### src/rtl/fifo_ctrl.sv
// fifo_ctrl: single-clock FIFO controller for a registered-read dual-port RAM.
// It owns the read/write pointers, the occupancy count, the status flags and
// the sticky error flags. rd_valid is aligned to the RAM's one-cycle read latency.
//
// Ports:
//   clk, rst_n          clock; synchronous active-low reset
//   flush               synchronous clear (lower priority than rst_n)
//   wr_en, wr_data      push request and data
//   rd_en               pop request
//   rd_data, rd_valid   pop data (ram_rd_data passed through) and its strobe
//   full, empty         count == depth, count == 0
//   almost_full         count >= ALMOST_FULL
//   count               occupancy (ADDR_WIDTH+1 bits)
//   overflow/underflow  sticky: push while full / pop while empty
//   ram_wr_*            RAM write port (combinational)
//   ram_rd_addr         RAM read address (combinational)
//   ram_rd_data         RAM registered read data
module fifo_ctrl #(
    parameter int unsigned ADDR_WIDTH  = 8,
    parameter int unsigned DATA_WIDTH  = 8,
    parameter int unsigned ALMOST_FULL = (1 << ADDR_WIDTH) - 4
) (
    input  logic                  clk,
    input  logic                  rst_n,
    input  logic                  flush,
    input  logic                  wr_en,
    input  logic [DATA_WIDTH-1:0] wr_data,
    input  logic                  rd_en,
    output logic [DATA_WIDTH-1:0] rd_data,
    output logic                  rd_valid,
    output logic                  full,
    output logic                  empty,
    output logic                  almost_full,
    output logic [ADDR_WIDTH:0]   count,
    output logic                  overflow,
    output logic                  underflow,
    output logic [ADDR_WIDTH-1:0] ram_wr_addr,
    output logic                  ram_wr_en,
    output logic [DATA_WIDTH-1:0] ram_wr_data,
    output logic [ADDR_WIDTH-1:0] ram_rd_addr,
    input  logic [DATA_WIDTH-1:0] ram_rd_data
);

    localparam int unsigned PTR_W = ADDR_WIDTH + 1;
    localparam logic [PTR_W-1:0] DEPTH_LVL = PTR_W'(1 << ADDR_WIDTH);
    localparam logic [PTR_W-1:0] AF_LVL    = PTR_W'(ALMOST_FULL);

    logic [PTR_W-1:0] wptr_q, wptr_n;
    logic [PTR_W-1:0] rptr_q, rptr_n;
    logic [PTR_W-1:0] count_q, count_n;
    logic             full_q, full_n;
    logic             empty_q, empty_n;
    logic             af_q, af_n;
    logic             ovf_q, ovf_n;
    logic             unf_q, unf_n;
    logic             rdv_q, rdv_n;
    logic             push, pop;

    // Requests are qualified only by registered flags, never by each other.
    assign push = wr_en & ~full_q;
    assign pop  = rd_en & ~empty_q;

    // RAM ports; a write is suppressed in a reset or flush cycle.
    assign ram_wr_en   = push & rst_n & ~flush;
    assign ram_wr_addr = wptr_q[ADDR_WIDTH-1:0];
    assign ram_wr_data = wr_data;
    assign ram_rd_addr = rptr_q[ADDR_WIDTH-1:0];

    assign rd_data     = ram_rd_data;
    assign rd_valid    = rdv_q;
    assign full        = full_q;
    assign empty       = empty_q;
    assign almost_full = af_q;
    assign count       = count_q;
    assign overflow    = ovf_q;
    assign underflow   = unf_q;

    // Next-state: pointers, count, sticky errors and the read strobe.
    always_comb begin
        wptr_n  = wptr_q;
        rptr_n  = rptr_q;
        count_n = count_q;
        ovf_n   = ovf_q;
        unf_n   = unf_q;
        rdv_n   = 1'b0;
        if (flush) begin
            wptr_n  = '0;
            rptr_n  = '0;
            count_n = '0;
            ovf_n   = 1'b0;
            unf_n   = 1'b0;
        end else begin
            if (push) wptr_n = wptr_q + PTR_W'(1);
            if (pop)  rptr_n = rptr_q + PTR_W'(1);
            case ({push, pop})
                2'b10:   count_n = count_q + PTR_W'(1);
                2'b01:   count_n = count_q - PTR_W'(1);
                default: count_n = count_q;
            endcase
            ovf_n = ovf_q | (wr_en & full_q);
            unf_n = unf_q | (rd_en & empty_q);
            rdv_n = pop;
        end
        // Status flags are registered copies of the next-state count.
        full_n  = (count_n == DEPTH_LVL);
        empty_n = (count_n == '0);
        af_n    = (count_n >= AF_LVL);
    end

    // State register with synchronous reset.
    always_ff @(posedge clk) begin
        if (!rst_n) begin
            wptr_q  <= '0;
            rptr_q  <= '0;
            count_q <= '0;
            full_q  <= 1'b0;
            empty_q <= 1'b1;
            af_q    <= 1'b0;
            ovf_q   <= 1'b0;
            unf_q   <= 1'b0;
            rdv_q   <= 1'b0;
        end else begin
            wptr_q  <= wptr_n;
            rptr_q  <= rptr_n;
            count_q <= count_n;
            full_q  <= full_n;
            empty_q <= empty_n;
            af_q    <= af_n;
            ovf_q   <= ovf_n;
            unf_q   <= unf_n;
            rdv_q   <= rdv_n;
        end
    end

endmodule

### config.mk
export PLATFORM = sky130hd
export DESIGN_NAME = fifo_ctrl
export DESIGN_NICKNAME = d
export VERILOG_FILES = /design/src/rtl/fifo_ctrl.sv
export SDC_FILE = /design/constraint.sdc
export NUM_CORES = 1
export LEC_CHECK = 0
export BUFFER_PORTS_ARGS = -buffer_cell sky130_fd_sc_hd__buf_4
export CAP_MARGIN = 10
export CELL_PAD_IN_SITES_DETAIL_PLACEMENT = 1
export CELL_PAD_IN_SITES_GLOBAL_PLACEMENT = 1
export CORE_MARGIN = 8
export CORE_UTILIZATION = 39
export DETAILED_ROUTE_END_ITERATION = 12
export HOLD_SLACK_MARGIN = 0.06
export PLACE_DENSITY = 0.83
export SLEW_MARGIN = 30
export SYNTH_ARGS = -nofsm -noshare
export SYNTH_HDL_FRONTEND = slang
export SYNTH_SLANG_ARGS = --single-unit
### constraint.sdc
create_clock -name clk -period 9.2 [get_ports clk]
set_input_delay 1.84 -clock clk [delete_from_list [all_inputs] [get_ports clk]]
set_output_delay 1.84 -clock clk [all_outputs]
set_load 0.02 [all_outputs]
# --- After elaboration in Yosys (flattened, before gate mapping) ---
# Cells that the tools add are included.
op_classes:
  n_lt_le_gt_ge: 1
  eq_ne: 3
  reduce_logical: 2
  n_mux: 2
  addsub: 4
  n_bitwise: 12
op_table:
  columns: ["operator", "count"]
  rows:
  - ["adder 9 x 1 -> 9 bit (second input constant)", 3]
  - ["case mux 9 bit (2 select lines)", 1]
  - ["== test 9 bit (second input constant)", 1]
  - [">= comparator 9 x 8 -> 1 bit (second input constant)", 1]
  - ["zero test 9 bit", 1]
  - ["two-way mux 9 bit", 1]
  - ["subtractor 9 x 1 -> 9 bit (second input constant)", 1]
  - ["bitwise AND 1 bit", 6]
  - ["inverter 1 bit", 4]
  - ["== test 2 x 1 -> 1 bit (second input constant)", 1]
  - ["== test 2 bit (second input constant)", 1]
  - ["OR 1 bit", 2]
  - ["OR reduction 2 bit", 1]
totals:
  out_inout_bits: 48
  in_bits: 21
  register_bits: 33

# --- Logic depth before layout (Yosys ltp) ---
depth:
  word_depth: 6
  depth_mapped: 15
  depth_no_buf: 13

# --- Worst setup path before layout ---
# No wires, ideal clock.
synth_path:
  kind: "input port to output port"
  from: "in rst_n"
  to: "out ram_wr_en"
  path_slack_ps: 4602
  t_arrival_ps: 2758
  path_stages: 4
  cell_sequence: "or2b_2 clkbuf_8 clkbuf_1 nor2_1"
synth_between:
  elab_chain_cells: 2
synth_lines:
  columns: ["item", "line", "text"]
  rows:
  - ["from (decl)", "24", "input logic rst_n,"]
  - ["bitwise AND 1 bit (2 in series)", "64", "assign ram_wr_en = push & rst_n & ~flush;"]
  - ["to (decl)", "38", "output logic ram_wr_en,"]
# Every way passes these cells.

# --- Worst setup path after layout ---
layout_path:
  from: "in flush"
  to: "out ram_wr_en"
layout_between:
  elab_chain_cells: 2
layout_lines:
  columns: ["item", "line", "text"]
  rows:
  - ["from (decl)", "25", "input logic flush,"]
  - ["inverter 1 bit", "64", null]
  - ["bitwise AND 1 bit", "64", null]
# Every way passes these cells.

==> reports/results.ini <==
[synth]
synthCells=225
synth_cell_type_count=54
netlist_area_mm2=0.00195
seq_area_frac_synth_pct=31.8
synth_compound_area_share_pct=15.1
synth_top_family_by_area=simple AND/OR/NAND/NOR gates
ys_ff_latch=31
synth_xor_area_share_pct=8.98
async_flop_share_pct=0
synth_ff_type=dfxtp_1
synth.mux.area_fraction_pct=1.03
synthAdderAreaFrac_pct=2.57
yosys.area_share.simple_pct=23.6
synth_edf_count=0
ys_warn_count=0
post_synth.cell_area_avg_um2=8.67
syn_nets=250

[sta]
finalClockSkew_ns=0.00548
tightest_slew_ns=0.595
max_freq_mhz=214
period_share_pct=50.9
hold_viol=0
rsz0062_at_grt=no
slew_headroom_pct=60.3
final_max_slew_viol_count=0
period_needed_ns=4.68
tns_ns=0
finalSetupViolCount=0

[layout]
layout_commonest_cell=buf_4
final_nets=261
multi_input_area_um2=1000
drive_gt1_share_pct=22.4
mostFrequentLayoutCells=buf_4, dfxtp_1, nor2_1, nand2_1, a21oi_1
fillers=586
regArea_um2=621
syn2layout_area_growth_pct=7.06
antenna_cells=0

[global_route]
grt-busiest-layer=met2
track_usage_pct=13.3
met1_usage_pct=15.3
grt.overflow.total=0
grt_pass1_vias=1636
grt_max_degree=27
grt_pass1_wl_um=8120
use_met2_pct=22.2
met3_usage_pct=4.54
antenna_found_initial=0

[worst_setup_path]
critical_path_peak_fanout=26
path_delay_family=simple AND/OR/NAND/NOR gates
cp_num_buf_inv=2
cp_common_cell=buf_4
reg2reg_depth=12
end_kind=output port
cp.required_ns=7.36
cp-start-kind=input port
critical_path_class=input port to output port
r2r_start=full$_SDFF_PN0_
crit_arrival_ns=2.84
crit_chain=buf_4 > or2b_2 > nor2_1 > buf_4
cp_num_cells=4
slowest_delay_ns=0.50
cp-startpoint=flush
slowest_stage=or2b_2

[floorplan]
fp.dieArea_mm2=0.00752
initial_core_util_pct=40.8
rows=25
dieWidth_um=86.7
core_mm2=0.00479
boundaryPins=69
die_h_um=86.7

[routing]
vias_per_cell=5.37
detail-route-antenna-nets=0
firstDrtPassIters=5
drt_iter0_markers=83
wl_per_cell_um=16.0
drc=0
totalWireLength_um=4860
vias=1633

[cts]
cts_resized=0
cts_inserted_buffers=5
htree_num_levels=2
clock_latency_ns=0.28
ctsHoldBuffers=0
cts_setup_buffers=0
cts_tree=built
root_buffer=clkbuf_8
cts_buffer_depth=2
clk_pin_slew_ns=0.06
clock-sinks=31

[power_and_ir_drop]
power_frac_seq_pct=51.5
power-per-cell-area_mw_per_mm2=130
power_uw=272
cell_internal_pwr_uw=201
ir_worst_vdd_mv=0.0528
p_sw_uw=70.5
sw_frac_of_total_pct=25.9
combPwrFrac_pct=11.5
p_leak_nw=0.794
power_frac_clock_pct=37.0

[job]
max_cap_violations=0

[place]
gp_congestion=0.846
portBuffers=36
place_hpwl_um=3620

[outcome]
outcome=finished clean

[hold_path]
hold_depth=2
holdCritStartpoint=wptr_q[7]$_SDFFE_PP0P_
hold_path.class=flip-flop to flip-flop

## synth_stat cells, types with 2 or more instances
library cell	count	share of area [%]
xor2_1	10	4.5
a21oi_1	14	3.6
or4_1	2	0.77
o41ai_1	2	0.90
xnor2_1	10	4.5
inv_1	2	0.39
ha_1	4	2.6
or3_1	5	1.6
o2111ai_1	3	1.3
nor3_1	3	0.77
clkbuf_8	9	6.4
nor2_1	30	5.8
nand2_1	16	3.1
buf_4	16	6.2
o21ai_0	8	2.1
a31oi_1	3	0.96
and2_1	4	1.3
nand3_1	7	1.8
dfxtp_1	31	32
buf_6	3	1.7
mux2i_1	2	1.0
clkbuf_1	2	0.39
nand4_1	8	2.6
## through the flow
stage / std cells / hold WS, ns / area, um2 / util (%) / worst slack [ns]
global route: 304 / 0.526 / 2090 / 43.6 / 4.46
CTS: 304 / 0.488 / 2090 / 43.6 / 4.52
detailed placement: 296 / 0.478 / 2010 / 41.9 / 4.40
global placement: 296 / 0.456 / 2010 / 41.9 / 4.51
floorplan: 225 / 0.554 / 1950 / - / 4.60
finish: 304 / 0.485 / 2090 / 43.6 / 4.52
## worst register-to-register path, stage by stage (launching register included)
cell      delay [ns]
dfxtp_1         0.35
nor2b_4         0.28
clkinv_4        0.16
nand2_2         0.18
xnor2_1         0.15
ha_1            0.27
a221oi_1        0.12
o41a_1          0.37
o31ai_2         0.25
xor2_1          0.24
a41oi_1         0.13
or4_1           0.46
a21oi_1         0.19
## power by group through the flow
stage               combinational (mW)  sequential, mW  clock, mW
floorplan                       0.0347           0.143          0
global placement                0.0308           0.143          0
detailed placement              0.0316           0.143          0
CTS                             0.0316           0.140      0.104
global route                    0.0344           0.140      0.109
finish                          0.0314           0.140      0.101
## path summary, 6_finish.rpt
path,endpoint,slack [ns]
max,ram_wr_en,4.52
min,wptr_q[7]$_SDFFE_PP0P_,0.48
max reg2reg,empty$_SDFF_PN1_,5.97
min reg2reg,wptr_q[7]$_SDFFE_PP0P_,0.48
## routing by layer
layer | part of all wire [%] | wire length (um) | vias to the layer above
met5 | 0 | 0 | -
met4 | 1.9 | 92 | 0
met3 | 6.0 | 291 | 13
li1 | - | - | 795
met1 | 44 | 2120 | 786
met2 | 48 | 2360 | 39
## state kept, by name (all words and copies together), names as in the netlist
register     cells
almost_full      1
overflow         1
rptr_q           8
rd_valid         1
count            9
full             1
empty            1
underflow        1
wptr_q           8
## area by class of cell
cell class / instances / area share (%)
multi-input combinational: 158 / 47.9
inverter: 4 / 1.56
sequential: 31 / 29.7
clock inverter: 1 / 0.240
tap: 67 / 4.01
clock buffer: 7 / 3.65
timing repair buffer: 36 / 12.9
## cell families after synthesis
family | Yosys count
buffers and inverters | 36
muxes | 2
adders and majority gates | 4
DFF | 31
xor gates and xnor gates | 20
AOI/OAI and AO/OA | 43
and+or+nand+nor | 89
Power figures use the tool's default switching activity.
